==> src/rtl/kda_pkg.sv <==
// kda_pkg: shared types and constants for the KDA job scheduler.
//   kda_sched_state_e : scheduler FSM states (IDLE, RUN, FLUSH)
//   KDA_HASH_W        : default width of one pbkdf2 lane result
//   KDA_DATA_W        : default width of one output stream word
//   words_per_hash()  : number of output words emitted per lane result
package kda_pkg;

  typedef enum logic [1:0] {
    IDLE  = 2'd0,
    RUN   = 2'd1,
    FLUSH = 2'd2
  } kda_sched_state_e;

  localparam int KDA_HASH_W = 256;
  localparam int KDA_DATA_W = 64;

  // hash_w is expected to be an exact multiple of data_w.
  function automatic int words_per_hash(input int hash_w, input int data_w);
    return hash_w / data_w;
  endfunction

endpackage

==> src/rtl/kda_sched_serializer.sv <==
// kda_sched_serializer: holds one lane hash and emits it as HASH_W/DATA_W
// words, most significant word first, on a valid/yumi stream.
//   clk_i, reset_i : clock, synchronous active-high reset
//   load_v_i       : capture load_hash_i (only while load_ready_o is high)
//   load_hash_i    : hash to serialise
//   load_last_i    : the loaded hash is the final block of the job
//   load_ready_o   : empty, or the final word is being consumed this cycle
//   data_o, v_o    : output word and valid (data_o holds until yumi_i)
//   last_o         : final word of the final block
//   yumi_i         : downstream consumed the word (ignored while v_o=0)
module kda_sched_serializer
  import kda_pkg::*;
#(
  parameter int HASH_W = KDA_HASH_W,
  parameter int DATA_W = KDA_DATA_W
) (
  input  logic              clk_i,
  input  logic              reset_i,
  input  logic              load_v_i,
  input  logic [HASH_W-1:0] load_hash_i,
  input  logic              load_last_i,
  output logic              load_ready_o,
  output logic [DATA_W-1:0] data_o,
  output logic              v_o,
  output logic              last_o,
  input  logic              yumi_i
);

  localparam int WORDS = words_per_hash(HASH_W, DATA_W);
  localparam int CNT_W = (WORDS > 1) ? $clog2(WORDS) : 1;
  localparam logic [CNT_W-1:0] CNT_START = CNT_W'(WORDS - 1);

  logic [HASH_W-1:0] r_shift;
  logic [CNT_W-1:0]  r_cnt;
  logic              r_v;
  logic              r_last_blk;

  logic w_tc;
  logic w_final_yumi;

  // Words remaining is a down-counter; terminal count marks the final word.
  assign w_tc         = (r_cnt == '0);
  assign w_final_yumi = r_v & yumi_i & w_tc;
  assign load_ready_o = ~r_v | w_final_yumi;

  always_ff @(posedge clk_i) begin
    if (reset_i) begin
      r_shift    <= '0;
      r_cnt      <= '0;
      r_v        <= 1'b0;
      r_last_blk <= 1'b0;
    end else if (load_v_i) begin
      // A load on the same edge as the final yumi gives back-to-back blocks.
      r_shift    <= load_hash_i;
      r_cnt      <= CNT_START;
      r_v        <= 1'b1;
      r_last_blk <= load_last_i;
    end else if (r_v & yumi_i) begin
      // Shifting zeros in leaves data_o at 0 once the hash is drained.
      r_shift <= r_shift << DATA_W;
      if (w_tc) begin
        r_v        <= 1'b0;
        r_last_blk <= 1'b0;
      end else begin
        r_cnt <= r_cnt - 1'b1;
      end
    end
  end

  assign data_o = r_shift[HASH_W-1 -: DATA_W];
  assign v_o    = r_v;
  assign last_o = r_v & r_last_blk & w_tc;

endmodule

==> src/rtl/kda_sched.sv <==
// kda_sched: fans PBKDF2 block indices 1..N out to NUM_LANES pbkdf2 lanes in
// rounds, collects the lane hashes strictly in block order and serialises
// them onto a DATA_W valid/yumi stream.
//   clk_i, reset_i     : clock, synchronous active-high reset
//   req_v_i/req_ready_o: job request handshake (ready only in IDLE)
//   blocks_i           : requested block count, 0 is treated as 1
//   lane_v_o/lane_ready_i : per-lane issue handshake
//   lane_idx_o         : block index, replicated on every lane slice
//   lane_done_v_i/lane_hash_i/lane_yumi_o : per-lane result handshake
//   data_o/v_o/last_o/yumi_i : output word stream
//   cycles_o           : job cycle count
// Build option: define KDA_SCHED_PERF_EN to build the cycles_o counter;
// otherwise cycles_o is tied to 0.
//
// state | meaning
// IDLE  | waiting for a request, req_ready_o high
// RUN   | issuing blocks to lanes and collecting hashes in order
// FLUSH | all hashes collected, waiting for the final word's yumi
module kda_sched
  import kda_pkg::*;
#(
  parameter int NUM_LANES = 4,
  parameter int BLOCKS_W  = 4,
  parameter int DATA_W    = KDA_DATA_W,
  parameter int HASH_W    = KDA_HASH_W
) (
  input  logic                          clk_i,
  input  logic                          reset_i,
  input  logic                          req_v_i,
  output logic                          req_ready_o,
  input  logic [BLOCKS_W-1:0]           blocks_i,
  output logic [NUM_LANES-1:0]          lane_v_o,
  input  logic [NUM_LANES-1:0]          lane_ready_i,
  output logic [NUM_LANES*BLOCKS_W-1:0] lane_idx_o,
  input  logic [NUM_LANES-1:0]          lane_done_v_i,
  input  logic [NUM_LANES*HASH_W-1:0]   lane_hash_i,
  output logic [NUM_LANES-1:0]          lane_yumi_o,
  output logic [DATA_W-1:0]             data_o,
  output logic                          v_o,
  output logic                          last_o,
  input  logic                          yumi_i,
  output logic [31:0]                   cycles_o
);

  // One extra bit so that issue_idx can reach total+1 without wrapping.
  localparam int IDX_W  = BLOCKS_W + 1;
  localparam int LANE_W = (NUM_LANES > 1) ? $clog2(NUM_LANES) : 1;
  localparam logic [LANE_W-1:0] LAST_LANE = LANE_W'(NUM_LANES - 1);

  kda_sched_state_e     r_state;
  logic                 r_req_ready;
  logic [IDX_W-1:0]     r_total;
  logic [IDX_W-1:0]     r_issue_idx;
  logic [IDX_W-1:0]     r_drain_idx;
  logic [LANE_W-1:0]    r_issue_lane;
  logic [LANE_W-1:0]    r_drain_lane;
  logic [NUM_LANES-1:0] r_busy;

  logic                 w_run;
  logic                 w_accept;
  logic [BLOCKS_W-1:0]  w_blocks_eff;
  logic                 w_issue_ok;
  logic [NUM_LANES-1:0] w_lane_v;
  logic [NUM_LANES-1:0] w_issue_oh;
  logic                 w_issue_fire;
  logic [NUM_LANES-1:0] w_collect_oh;
  logic                 w_collect;
  logic                 w_drain_last;
  logic                 w_last_collect;
  logic [HASH_W-1:0]    w_drain_hash;
  logic                 w_ser_ready;
  logic                 w_final_yumi;

  assign w_run        = (r_state == RUN);
  assign w_accept     = req_v_i & r_req_ready;
  assign w_blocks_eff = (blocks_i == '0) ? BLOCKS_W'(1) : blocks_i;
  assign w_issue_ok   = w_run & (r_issue_idx <= r_total);
  assign w_drain_last = (r_drain_idx == r_total);

  // Issue and collect both look at the registered busy flags, so a lane
  // collected this cycle is reissued one cycle later at the earliest.
  always_comb begin
    w_lane_v     = '0;
    w_collect_oh = '0;
    w_drain_hash = '0;
    for (int l = 0; l < NUM_LANES; l++) begin
      w_lane_v[l]     = w_issue_ok & (r_issue_lane == LANE_W'(l)) & ~r_busy[l];
      w_collect_oh[l] = w_run & (r_drain_lane == LANE_W'(l)) & lane_done_v_i[l]
                        & r_busy[l] & w_ser_ready;
      if (r_drain_lane == LANE_W'(l)) begin
        w_drain_hash = lane_hash_i[l*HASH_W +: HASH_W];
      end
    end
  end

  assign w_issue_oh     = w_lane_v & lane_ready_i;
  assign w_issue_fire   = |w_issue_oh;
  assign w_collect      = |w_collect_oh;
  assign w_last_collect = w_collect & w_drain_last;
  assign w_final_yumi   = last_o & yumi_i;

  always_ff @(posedge clk_i) begin
    if (reset_i) begin
      r_state      <= IDLE;
      r_req_ready  <= 1'b1;
      r_total      <= '0;
      r_issue_idx  <= IDX_W'(1);
      r_drain_idx  <= IDX_W'(1);
      r_issue_lane <= '0;
      r_drain_lane <= '0;
      r_busy       <= '0;
    end else begin
      r_busy <= (r_busy | w_issue_oh) & ~w_collect_oh;
      if (w_issue_fire) begin
        r_issue_idx  <= r_issue_idx + IDX_W'(1);
        r_issue_lane <= (r_issue_lane == LAST_LANE) ? '0 : r_issue_lane + 1'b1;
      end
      if (w_collect) begin
        r_drain_idx  <= r_drain_idx + IDX_W'(1);
        r_drain_lane <= (r_drain_lane == LAST_LANE) ? '0 : r_drain_lane + 1'b1;
      end
      case (r_state)
        IDLE: begin
          if (w_accept) begin
            r_state      <= RUN;
            r_req_ready  <= 1'b0;
            r_total      <= IDX_W'(w_blocks_eff);
            r_issue_idx  <= IDX_W'(1);
            r_drain_idx  <= IDX_W'(1);
            r_issue_lane <= '0;
            r_drain_lane <= '0;
            r_busy       <= '0;
          end
        end
        RUN: begin
          if (w_last_collect) begin
            r_state <= FLUSH;
          end
        end
        FLUSH: begin
          if (w_final_yumi) begin
            r_state     <= IDLE;
            r_req_ready <= 1'b1;
          end
        end
        default: begin
          r_state     <= IDLE;
          r_req_ready <= 1'b1;
        end
      endcase
    end
  end

  kda_sched_serializer #(
    .HASH_W (HASH_W),
    .DATA_W (DATA_W)
  ) u_ser (
    .clk_i        (clk_i),
    .reset_i      (reset_i),
    .load_v_i     (w_collect),
    .load_hash_i  (w_drain_hash),
    .load_last_i  (w_drain_last),
    .load_ready_o (w_ser_ready),
    .data_o       (data_o),
    .v_o          (v_o),
    .last_o       (last_o),
    .yumi_i       (yumi_i)
  );

  assign req_ready_o = r_req_ready;
  assign lane_v_o    = w_lane_v;
  assign lane_yumi_o = w_collect_oh;
  assign lane_idx_o  = {NUM_LANES{r_issue_idx[BLOCKS_W-1:0]}};

`ifdef KDA_SCHED_PERF_EN
  logic [31:0] r_cycles;

  // Cleared on accept, saturating count of RUN/FLUSH cycles, held in IDLE.
  always_ff @(posedge clk_i) begin
    if (reset_i) begin
      r_cycles <= '0;
    end else if (w_accept) begin
      r_cycles <= '0;
    end else if ((r_state != IDLE) && (r_cycles != 32'hFFFF_FFFF)) begin
      r_cycles <= r_cycles + 32'd1;
    end
  end

  assign cycles_o = r_cycles;
`else
  assign cycles_o = 32'd0;
`endif

endmodule

==> config.mk <==
export PLATFORM = sky130hd
export DESIGN_NAME = kda_sched
export DESIGN_NICKNAME = d
export VERILOG_FILES = /design/src/rtl/kda_pkg.sv /design/src/rtl/kda_sched_serializer.sv /design/src/rtl/kda_sched.sv
export SDC_FILE = /design/constraint.sdc
export NUM_CORES = 1
export LEC_CHECK = 0
export ABC_AREA = 1
export BUFFER_PORTS_ARGS = -buffer_cell sky130_fd_sc_hd__buf_4
export CORE_AREA = 2 2 448 450
export CTS_CLUSTER_SIZE = 10
export DETAILED_ROUTE_END_ITERATION = 10
export DIE_AREA = 0 0 450 452
export GPL_ROUTABILITY_DRIVEN = 0
export PLACE_DENSITY_LB_ADDON = 0.08
export SKIP_CTS_REPAIR_TIMING = 1
export SYNTH_ARGS = -nofsm -noshare
export SYNTH_HDL_FRONTEND = slang
export SYNTH_SLANG_ARGS = --single-unit
==> constraint.sdc <==
create_clock -name clk_i -period 2.4 [get_ports clk_i]
set_clock_uncertainty 0.15 [all_clocks]
set_input_delay 0.12 -clock clk_i [delete_from_list [all_inputs] [get_ports clk_i]]
set_output_delay 0.12 -clock clk_i [all_outputs]
set_load 0.1 [all_outputs]
== Word level (Yosys, flattened, before mapping) ==
Index checks and enable logic that the tools add are counted.

* Word-level logic and storage cells: 125
* Register bits after elaboration: 285
* Output and inout port bits: 123
* Input port bits: 1040

* Muxes and demuxes: 37
* Equal/unequal tests: 13
* Order comparisons: 1
* Reductions and logical operators: 14
* $add $sub $neg: 5
* Bitwise gates (word level): 43

{| class="wikitable"
|+ Operators with widths
! cell !! number
|-
| 256-bit two-way mux || 6
|-
| 1-bit AND || 32
|-
| 5-bit two-way mux || 6
|-
| 2-bit two-way mux || 14
|-
| 4-bit two-way mux || 3
|-
| 5-bit by 1-bit adder with 5-bit output, second input constant || 2
|-
| 2-bit equality test, second input constant || 5
|-
| 4-bit AND || 2
|-
| 2-bit logical NOT || 4
|-
| 4-bit OR reduction || 2
|-
| 2-bit by 1-bit equality test with 1-bit output, second input constant || 3
|-
| 1-bit two-way mux || 6
|-
| 2-bit inequality test, second input constant || 3
|-
| 1-bit inverter || 6
|-
| 2-bit case mux with 3 select lines || 1
|-
| 2-bit AND reduction || 3
|-
| 3-bit AND reduction || 2
|-
| 5-bit by 4-bit equality test with 1-bit output || 1
|-
| 5-bit by 4-bit less-or-equal comparator with 1-bit output || 1
|-
| 2-bit by 1-bit adder with 2-bit output, second input constant || 2
|-
| 4-bit logical NOT || 1
|-
| 4-bit inverter || 1
|-
| 4-bit OR || 1
|-
| 2-bit nonzero test || 2
|-
| other kinds (4) || 4
|}

== Logic depth before layout (Yosys ltp) ==
Gate-level depths: netlist of the first run.

* Word-level depth: 9
* Depth in mapped cells: 14
* Depth with buffers taken out: 14

== Hierarchy ==
From an unflattened synthesis of the first run, not the netlist that was laid out.

* Cells, all modules: 3277
* Area, all modules: 20754.9 µm²

{| class="wikitable"
|+ Modules (own cells, without submodules)
! module !! cells an instance !! seq. area each (µm²) !! instances !! area an instance (µm²)
|-
| kda_sched_serializer || 1839 || 5205.0 || 1 || 12121.6
|-
| kda_sched || 1438 || 500.5 || 1 || 8633.3
|}

== Worst setup path before layout of the first run ==
OpenSTA, ideal clock, no wires.

* Path type: reg-to-reg
* From: register u_ser.r_v, in the netlist u_ser.v_o
* To: register r_req_ready, in the netlist req_ready_o
* Data required time: 2112 ps
* Cell stages (with the launch flop): 8
* Arrival: 3812 ps
* Path buffers: 0
* Path slack: -1700 ps
* Library setup time: 138 ps
* Period minus slack after synthesis: 4100 ps
* Cell sequence: dfxtp_1 > inv_2 > nor3_1 > a211oi_1 > inv_1 > nand3_1 > nand2_1 > o211ai_1

* Longest elaborated chain between the ends: 5

{| class="wikitable"
|+ Ends and longest elaborated chain
! what !! line !! RTL
|-
| start: declaration || kda_sched_serializer.sv:35 || <nowiki>logic r_v;</nowiki>
|-
| start signal: assignment || kda_sched_serializer.sv:50 || <nowiki>r_v <= 1'b0;</nowiki>
|-
| start signal: assignment || kda_sched_serializer.sv:56 || <nowiki>r_v <= 1'b1;</nowiki>
|-
| start signal: assignment || kda_sched_serializer.sv:62 || <nowiki>r_v <= 1'b0;</nowiki>
|-
| 1-bit AND (2 in series) || kda_sched_serializer.sv:72 || <nowiki>assign last_o = r_v & r_last_blk & w_tc;</nowiki>
|-
| via last_o || kda_sched.sv:40 || <nowiki>output logic last_o,</nowiki>
|-
| 1-bit AND || kda_sched.sv:100 || <nowiki>assign w_final_yumi = last_o & yumi_i;</nowiki>
|-
| 2-bit inequality test (no source line) || -- ||
|-
| 3-bit AND reduction (no source line) || -- ||
|-
| end signal: assignment || kda_sched.sv:105 || <nowiki>r_req_ready <= 1'b1;</nowiki>
|-
| end signal: assignment || kda_sched.sv:126 || <nowiki>r_req_ready <= 1'b0;</nowiki>
|-
| end signal: assignment || kda_sched.sv:143 || <nowiki>r_req_ready <= 1'b1;</nowiki>
|-
| end: declaration || kda_sched.sv:51 || <nowiki>logic r_req_ready;</nowiki>
|}

The timed path passes the listed nets, and every way through them passes these cells.
A chain may end at the register's enable or synchronous reset.

== Worst setup path after layout of the first run ==
* From: register r_total[3]
* To: output lane_v_o[3]

* Longest elaborated chain between the ends: 4

{| class="wikitable"
|+ Ends and longest elaborated chain
! what !! line !! RTL
|-
| start: declaration || kda_sched.sv:52 || <nowiki>logic [IDX_W-1:0] r_total;</nowiki>
|-
| start signal: assignment || kda_sched.sv:127 || <nowiki>r_total <= IDX_W'(w_blocks_eff);</nowiki>
|-
| 5-bit by 4-bit less-or-equal comparator with 1-bit output || kda_sched.sv:77 || <nowiki>assign w_issue_ok = w_run & (r_issue_idx <= r_total);</nowiki>
|-
| 1-bit AND || kda_sched.sv:77 ||
|-
| 1-bit AND (2 in series) || kda_sched.sv:87 || <nowiki>w_lane_v[l] = w_issue_ok & (r_issue_lane == LANE_W'(l)) & ~r_busy[l];</nowiki>
|-
| end: declaration || kda_sched.sv:32 || <nowiki>output logic [NUM_LANES-1:0] lane_v_o,</nowiki>
|}

No other way between the ends.

==> impl_metrics.tcl, run 1 <==
set metrics [dict create \
    drt_iter0_drc 1686 \
    post-synth-top-area-fraction_pct 27.5 \
    violations "negative hold slack, negative setup slack" \
    seqPwrFrac_pct 31.1 \
    dieArea_sq_um 203000 \
    avgSynthCellArea_sq_um 6.29 \
    netlist_area_sq_um 20700 \
    wl_per_cell_microns 24.2 \
    p_switching_uw 4550 \
    cp_slowest_cell "dfxtp_2" \
    fin_tns_setup_ps -88.1 \
    clock_sinks 285 \
    globalRouteTotalUtil_pct 16.0 \
    power_leakage_uw 0.0195 \
    whs_path_depth 7 \
    drive_gt1_share_pct 37.1 \
    synthFlopType "dfxtp_1" \
    peakVddDrop_uv 435 \
    initial_core_util_pct 10.4 \
    p_comb_share_pct 26.8 \
    clock_latency_ps 620 \
    setup.worst_path.end_class "primary output" \
    timing.final.crit_share_pct 102 \
    cellPowerDensity_nw_per_um2 342 \
    holdWs_ps -59.3 \
    dp_hpwl_microns 141000 \
    critPathRequiredTime_ps 2130 \
    period_needed_ps 2450 \
    rr_endpoint "u_ser.r_shift[125]" \
    cts_tree "yes" \
    cts_max_path_buffers 3 \
    placed_cells 6982 \
    clkTransAtPathRegs_ps 60 \
    cpMostUsedCell "nand2_4" \
    synth.area.top_cells "dfxtp_1 (28%), a21oi_1 (17%), nand2_1 (10%), nand3_1 (7.0%), o21ai_0 (6.9%)" \
    grt_overflow 0 \
    synth-edff-count 0 \
    final_core_util_pct 22.8 \
    dieHeight_microns 452 \
    yosys_register_bits 285 \
    setup_slack_ps -51.2 \
    r2r_slack_ps -20 \
    antenna_found_initial 49 \
    status "complete, but fails checks" \
    core_sq_um 199000 \
    vias 30930 \
    tightestPinTransition_ps 674 \
    crit_type "register to primary output" \
    grt_max_degree 99 \
    area_growth_pct 118 \
    ant_nets 0 \
    min_from "lane_hash_i[396]" \
    hold_path_class "input pin to register" \
    slew_viol_final 0 \
    dp_slack_ps -775 \
    cts_root_buf "clkbuf_16" \
    synth_cells 3295 \
    p_sw_share_pct 29.4 \
    grt_pass1_vias 28040 \
    drv_cap 0 \
    final_nets 6167 \
    instances_no_fill 7822 \
    num_io_pins 1163 \
    max_slew_margin_pct 54.6 \
    intPower_uw 10900 \
    cp-start-kind "register" \
    placementRows 164 \
    arrival_ps 2180 \
    seq_area_frac_synth_pct 27.5 \
    hold_viol 45 \
    drt-vias-per-instance 3.95 \
    die_x_microns 450 \
    r2r_cells 11 \
    max_freq_mhz 408 \
    synth_commonest_cells "a21oi_1 (697), nand2_1 (579), nand3_1 (291)" \
    grt_pass1_wl_microns 231000 \
    cts-buffers-inserted 44 \
    rsz0062_at_grt "true" \
    routed_wl_microns 190000 \
    h-tree-depth 2 \
    crit_path_max_incr_delay_ps 340 \
    yosysMostFrequentCell "a21oi_1" \
    critPathMaxFanout 5 \
    reg2reg_from "r_drain_lane[1]" \
    pwr-share-clk_pct 42.0 \
    async_flop_share_pct 0 \
    drt_pre_antenna_iters 8 \
    setup_violations 4 \
    yosysUniqueCellTypes 35 \
    min_to "u_ser.r_shift[140]" \
    path_cells "inv_4 -> ha_4 -> inv_2 -> nor2_4 -> nand3_2 -> nand2_4 -> nand2_4 -> nor3_4 -> buf_12" \
    io_buffers 1130 \
    synth_area_leader_cell "dfxtp_1" \
    drcViolationCount 0 \
    yosysWarnings 0 \
]
power by group through the flow:
stage	sequential (uW)	combinational [uW]	clock, uW
6_report	4810	4150	6510
5_1_grt	4820	4430	6990
4_1_cts	4810	3070	6860
3_5_place_dp	4910	3060	0
3_3_place_gp	4910	3060	0
2_1_floorplan	4920	1070	0
final cells by class:
cell class | instances | area (sq um)
Timing Repair Buffer | 2178 | 20400
Tap cell | 2656 | 3320
Clock inverter | 6 | 42.5
Clock buffer | 72 | 1360
Antenna cell | 22 | 55.1
Inverter | 81 | 397
Timing Repair inverter | 1 | 20.0
Sequential cell | 285 | 5720
Multi-Input combinational cell | 2521 | 13900
Fill cell | 22540 | 153000
stage by stage:
step           hold WS (ps)  cell area (sq um)  total power (uW)
2_1_floorplan           130              21000              5990
3_3_place_gp            243              33800              7970
3_5_place_dp            247              33800              7970
4_1_cts                -448              35200             14700
5_1_grt               -4.88              45200             16200
6_report              -59.3              45200             15500
worst max-delay path by stage:
stage | from | end | slack, ps | cells past startpoint
3_3_place_gp | r_drain_lane[1] | u_ser.r_shift[119] | -760 | 12
3_5_place_dp | r_drain_lane[1] | u_ser.r_shift[119] | -770 | 12
2_1_floorplan | r_drain_lane[1] | u_ser.r_shift[100] | -250 | 13
6_report | r_total[3] | lane_v_o[3] | -50 | 9
5_1_grt | r_total[3] | lane_v_o[3] | -150 | 9
4_1_cts | r_drain_lane[1] | u_ser.r_shift[119] | -800 | 12
cells by family after synthesis:
| kind of cell | share of synthesized area (%) |
|---|---|
| DFF | 27.5 |
| and+or+nand+nor | 24.1 |
| other | 0.0181 |
| buffers and inverters | 12.5 |
| adders and majority gates | 0.906 |
| xor gates and xnor gates | 0.211 |
| AOI/OAI and AO/OA | 34.8 |
worst max-delay path, delay by kind of cell (launching register included):
kind	cells	cell delay [ps]
simple gates	5	680
flops	1	340
buf+inv	3	300
fa+ha+maj	1	260
per-layer routing:
metal / track usage (%) / vias to the layer above / wire, microns
met1: 20.4 / 14688 / 85000
met4: 2.52 / 22 / 3280
met3: 3.28 / 175 / 7860
met5: 0 / - / 127
li1: - / 15073 / -
met2: 27.9 / 972 / 93400
sequential cells by signal, summed over array words and instances, names as in the netlist:
register,count
u_ser.r_shift,256
r_drain_idx,5
r_issue_idx,5
r_busy,4
r_total,4
r_drain_lane,2
r_issue_lane,2
r_state,2
u_ser.r_cnt,2
req_ready_o,1
u_ser.r_last_blk,1
u_ser.v_o,1
layout by cell type (no fill, tap or decap), types with 49 or more instances in the layout:
cell           count
buf_4           1352
a21oi_1          625
dlygate4sd3_1    611
nand2_1          561
dfxtp_1          276
o21ai_0          267
nand3_1          260
nor2_1           210
clkbuf_16         92
a21oi_2           68
o211ai_1          67
inv_1             64
a31oi_1           64
buf_12            63
or2_0             58
buf_6             54
a211oi_2          49
Power figures use the tool's default switching activity.
==> inputs of run 2 (changes only) <==
--- a/config.mk
+++ b/config.mk
@@ -14,4 +14,6 @@
 export GPL_ROUTABILITY_DRIVEN = 0
+export HOLD_SLACK_MARGIN = 0.1
 export PLACE_DENSITY_LB_ADDON = 0.08
 export SKIP_CTS_REPAIR_TIMING = 1
+export SKIP_LAST_GASP = 1
 export SYNTH_ARGS = -nofsm -noshare
==> constraint.sdc (replaced) <==
create_clock -name clk_i -period 2.4 [get_ports clk_i]
set_clock_uncertainty 0.15 [all_clocks]
set_input_delay 0.6 -clock clk_i [delete_from_list [all_inputs] [get_ports clk_i]]
set_output_delay 0.6 -clock clk_i [all_outputs]
set_load 0.1 [all_outputs]
==> impl_metrics.tcl, run 2 (synthesized netlist as in run 1, its figures left out) <==
set metrics [dict create \
    status "complete, but fails checks" \
    violations "negative setup slack" \
    globalRouteTotalUtil_pct 16.0 \
    vias 28779 \
    core_sq_um 199000 \
    final_nets 5637 \
    h-tree-depth 2 \
    max_freq_mhz 341 \
    drive_gt1_share_pct 47.2 \
    cts_root_buf "clkbuf_16" \
    setup_slack_ps -529 \
    critPathRequiredTime_ps 1650 \
    drt_iter0_drc 1566 \
    drcViolationCount 0 \
    period_needed_ps 2930 \
    rsz0062_at_grt "true" \
    clock_sinks 285 \
    cellPowerDensity_nw_per_um2 368 \
    peakVddDrop_uv 398 \
    area_growth_pct 98.8 \
    setup_violations 113 \
    num_io_pins 1163 \
    timing.final.crit_share_pct 122 \
    io_buffers 1130 \
    initial_core_util_pct 10.4 \
    drt_pre_antenna_iters 7 \
    antenna_found_initial 56 \
    instances_no_fill 7288 \
    clkTransAtPathRegs_ps 60 \
    regMostFlops "u_ser.r_shift" \
    cp-start-kind "register" \
    arrival_ps 2180 \
    die_x_microns 450 \
    cts-buffers-inserted 44 \
    layout_commonest_cell "buf_4" \
    hold_viol 0 \
    reg_top3 "u_ser.r_shift (256), r_drain_idx (5), r_issue_idx (5)" \
    setup.worst_path.end_class "primary output" \
    routed_wl_microns 191000 \
    placementRows 164 \
    layout_common_cells "buf_4 (1393), a21oi_1 (520), nand2_1 (464), nand3_1 (276), dfxtp_1 (275)" \
    grt_max_degree 83 \
    tightestPinTransition_ps 835 \
    wl_per_cell_microns 26.2 \
    largest_reg_flops 256 \
    grt_pass1_vias 27922 \
    dieArea_sq_um 203000 \
    dp_hpwl_microns 141000 \
    ant_nets 0 \
    drt-vias-per-instance 3.95 \
    clock_latency_ps 620 \
    slew_viol_final 0 \
    cts_tree "yes" \
    hold_path_class "input pin to register" \
    power_leakage_uw 0.0176 \
    cts_max_path_buffers 3 \
    holdWs_ps 116 \
    grt_pass1_wl_microns 230000 \
    placed_cells 7003 \
    crit_type "register to primary output" \
    drv_cap 0 \
    max_slew_margin_pct 44.3 \
    grt_overflow 0 \
    critPathMaxFanout 4 \
    dieHeight_microns 452 \
]
## run 2: changes by cell type in the layout (fill, tap and decap cells not counted), sizes merged, moves of 2 or more
cell / before / now
buf: 1519 / 1578
bufinv: 0 / 5
clkbuf: 120 / 110
clkinv: 5 / 12
diode: 22 / 18
dlygate4sd3: 611 / 17
inv: 81 / 83
## run 2: area by class of cell
cell class              count  area, sq um
multi-input cells        2521        14900
clock inverters            18          234
flip-flops and latches    285         5730
clock buffers              60         1260
fillers                 22653       157000
repair buffers           1645        15200
well taps                2656         3320
repair inverters            4         73.8
diodes                     18         45.0
inverters                  81          413
## run 2: path summary, 6_finish.rpt
path                          from            endpoint  slack, ps  cells past startpoint
setup / recovery        r_total[3]         lane_v_o[1]       -530                      9
setup reg to reg   r_drain_lane[1]  u_ser.r_shift[191]       -130                     13
hold / removal    lane_hash_i[862]   u_ser.r_shift[94]        120                      3
hold reg to reg   u_ser.r_shift[3]    u_ser.r_shift[3]        310                      2
## run 2: worst max-delay path: stages (launching register included)
cell	delay (ps)
dfxtp_2	320
inv_2	50
ha_4	260
inv_2	40
nor2_4	90
nand3_2	90
nand2_4	110
nand2_8	80
nor3_4	290
buf_12	210
## run 2: through the flow
step | area, sq um | util (%) | worst slack [ps] | setup TNS (ps) | power [uW]
after CTS | 35600 | 17.9 | -698 | -20050 | 15200
after global placement | 34100 | 17.2 | -657 | -16720 | 8000
after detailed placement | 34100 | 17.2 | -651 | -19280 | 8000
final | 41200 | 20.7 | -529 | -7600 | 15100
after global routing | 41200 | 20.7 | -633 | -24180 | 15800
after floorplan | 21100 | - | -257 | -56000 | 6020
## run 2: routing by layer
metal | vias to the layer above | track usage (%) | share of wire [%]
met2 | 860 | 27.1 | 49
li1 | 14017 | - | -
met4 | 22 | 4.08 | 1.9
met3 | 161 | 3.18 | 4.8
met5 | - | 0 | 0.072
met1 | 13719 | 20.6 | 45
## run 2: power breakdown
group	internal (uW)	switching [uW]
Sequential	4770	38.1
Clock	4200	2760
Combinational	1730	1650
==> inputs of run 3 (changes only) <==
Settings changed: PLACE_DENSITY_LB_ADDON 0.08 to 0.2.
==> impl_metrics.tcl, run 3 (synthesized netlist as in run 1, its figures left out) <==
set metrics [dict create \
    num_io_pins 1163 \
    hold_viol 0 \
    crit_family "simple AND/OR/NAND/NOR gates" \
    setup_violations 164 \
    intPower_uw 10200 \
    dieHeight_microns 452 \
    cellPowerDensity_nw_per_um2 378 \
    clkTransAtPathRegs_ps 60 \
    setup.worst_path.end_class "primary output" \
    r2r_slack_ps -270 \
    slew_viol_final 0 \
    period_needed_ps 2860 \
    path_cells "inv_4 -> ha_4 -> inv_2 -> nor2_4 -> nand3_2 -> nand2_4 -> nand2_8 -> nor3_4 -> buf_12" \
    initial_core_util_pct 10.4 \
    rsz0062_at_grt "true" \
    h-tree-depth 2 \
    layout_commonest_cell "buf_4" \
    violations "negative setup slack" \
    cts_max_path_buffers 3 \
    core_sq_um 199000 \
    area_growth_pct 85.8 \
    hold_path_class "input pin to register" \
    grt_pass1_vias 27539 \
    routed_wl_microns 180000 \
    layout_common_cells "buf_4 (1336), a21oi_1 (617), nand2_1 (511), o21ai_0 (277), dfxtp_1 (275)" \
    p_comb_share_pct 22.9 \
    pwr-share-clk_pct 44.1 \
    vias 28656 \
    holdWs_ps 106 \
    max_slew_margin_pct 14.8 \
    cp-start-kind "register" \
    dp_slack_ps -563 \
    final_nets 5516 \
    crit_path_max_incr_delay_ps 340 \
    clock_latency_ps 610 \
    status "complete, but fails checks" \
    max_freq_mhz 349 \
    globalRouteTotalUtil_pct 15.6 \
    tightestPinTransition_ps 1280 \
    seqCellArea_sq_um 5730 \
    drive_gt1_share_pct 41.3 \
    drt-vias-per-instance 4.00 \
    path_buf_inv 3 \
    critPathMaxFanout 4 \
    wl_per_cell_microns 25.2 \
    grt_overflow 0 \
    drcViolationCount 0 \
    drt_pre_antenna_iters 7 \
    power_leakage_uw 0.0165 \
    clock_sinks 285 \
    largest_reg_flops 256 \
    critPathRequiredTime_ps 1650 \
    cp_slowest_cell "dfxtp_2" \
    die_x_microns 450 \
    setup_slack_ps -464 \
    crit_type "register to primary output" \
    cts-buffers-inserted 42 \
    dp_hpwl_microns 139000 \
    arrival_ps 2110 \
    p_switching_uw 4350 \
    multiInputGateArea_sq_um 14000 \
    timing.final.crit_share_pct 119 \
    grt_pass1_wl_microns 224000 \
    nFillCells 22861 \
    p_sw_share_pct 29.9 \
    reg_top3 "u_ser.r_shift (256), r_drain_idx (5), r_issue_idx (5)" \
    peakVddDrop_uv 405 \
    cts_tree "yes" \
    ant_nets 0 \
    drv_cap 0 \
    antenna_found_initial 56 \
    io_buffers 1130 \
    regMostFlops "u_ser.r_shift" \
    dieArea_sq_um 203000 \
    grt_max_degree 112 \
    cts_root_buf "clkbuf_16" \
    seqPwrFrac_pct 33.1 \
    placementRows 164 \
    drt_iter0_drc 1957 \
]
run 3: changes by cell type in the layout (fill, tap and decap cells not counted), sizes merged:
cell         before   now
buf            1578  1497
dlygate4sd3      17     4
clkinv           12    11
bufinv            5     2
clkbuf          110    90
inv              83    81
diode            18    14
clkinvlp          3     2
run 3: area by class of cell:
class / count / share of cell area [%]
clock inverter: 14 / 0.374
tap: 2656 / 8.63
antenna: 14 / 0.0910
timing repair buffer: 1529 / 35.3
sequential: 285 / 14.9
multi-input combinational: 2521 / 36.4
inverter: 81 / 1.07
timing repair inverter: 1 / 0.0292
clock buffer: 62 / 3.18
run 3: layer usage:
metal,wire [microns],global-route usage [%],vias to the layer above
met5,111,0,-
met4,3610,3.57,18
met3,10000,3.01,180
met2,86800,26.2,984
met1,79800,20.3,13730
li1,-,-,13744
run 3: power by group through the flow:
stage	registers [uW]	logic, uW	clock network (uW)
CTS	4810	3160	6750
global placement	4910	3150	0
finish	4810	3330	6420
detailed placement	4910	3150	0
floorplan	4920	1090	0
global route	4810	3560	6860
run 3: path summary, 6_finish.rpt:
check | cells past startpoint | end | startpoint
max | 9 | lane_v_o[0] | r_total[3]
min | 3 | u_ser.r_shift[102] | lane_hash_i[870]
min reg2reg | 2 | u_ser.r_shift[27] | u_ser.r_shift[27]
max reg2reg | 15 | u_ser.r_shift[133] | r_drain_lane[1]
run 3: through the flow:
step	cell area (sq um)	util (%)	setup TNS [ps]	std cells	power, uW
floorplan	21100	-	-56000	3326	6020
global placement	33700	17.0	-33710	6968	8060
detailed placement	33700	17.0	-35110	6968	8070
CTS	35000	17.6	-28100	7044	14700
global route	38500	19.4	-40920	7160	15200
finish	38500	19.4	-14990	7163	14600
run 3: worst min-delay path, stage by stage:
cell     delay, ps
buf_4           80
a21oi_1         50
a21oi_1        110
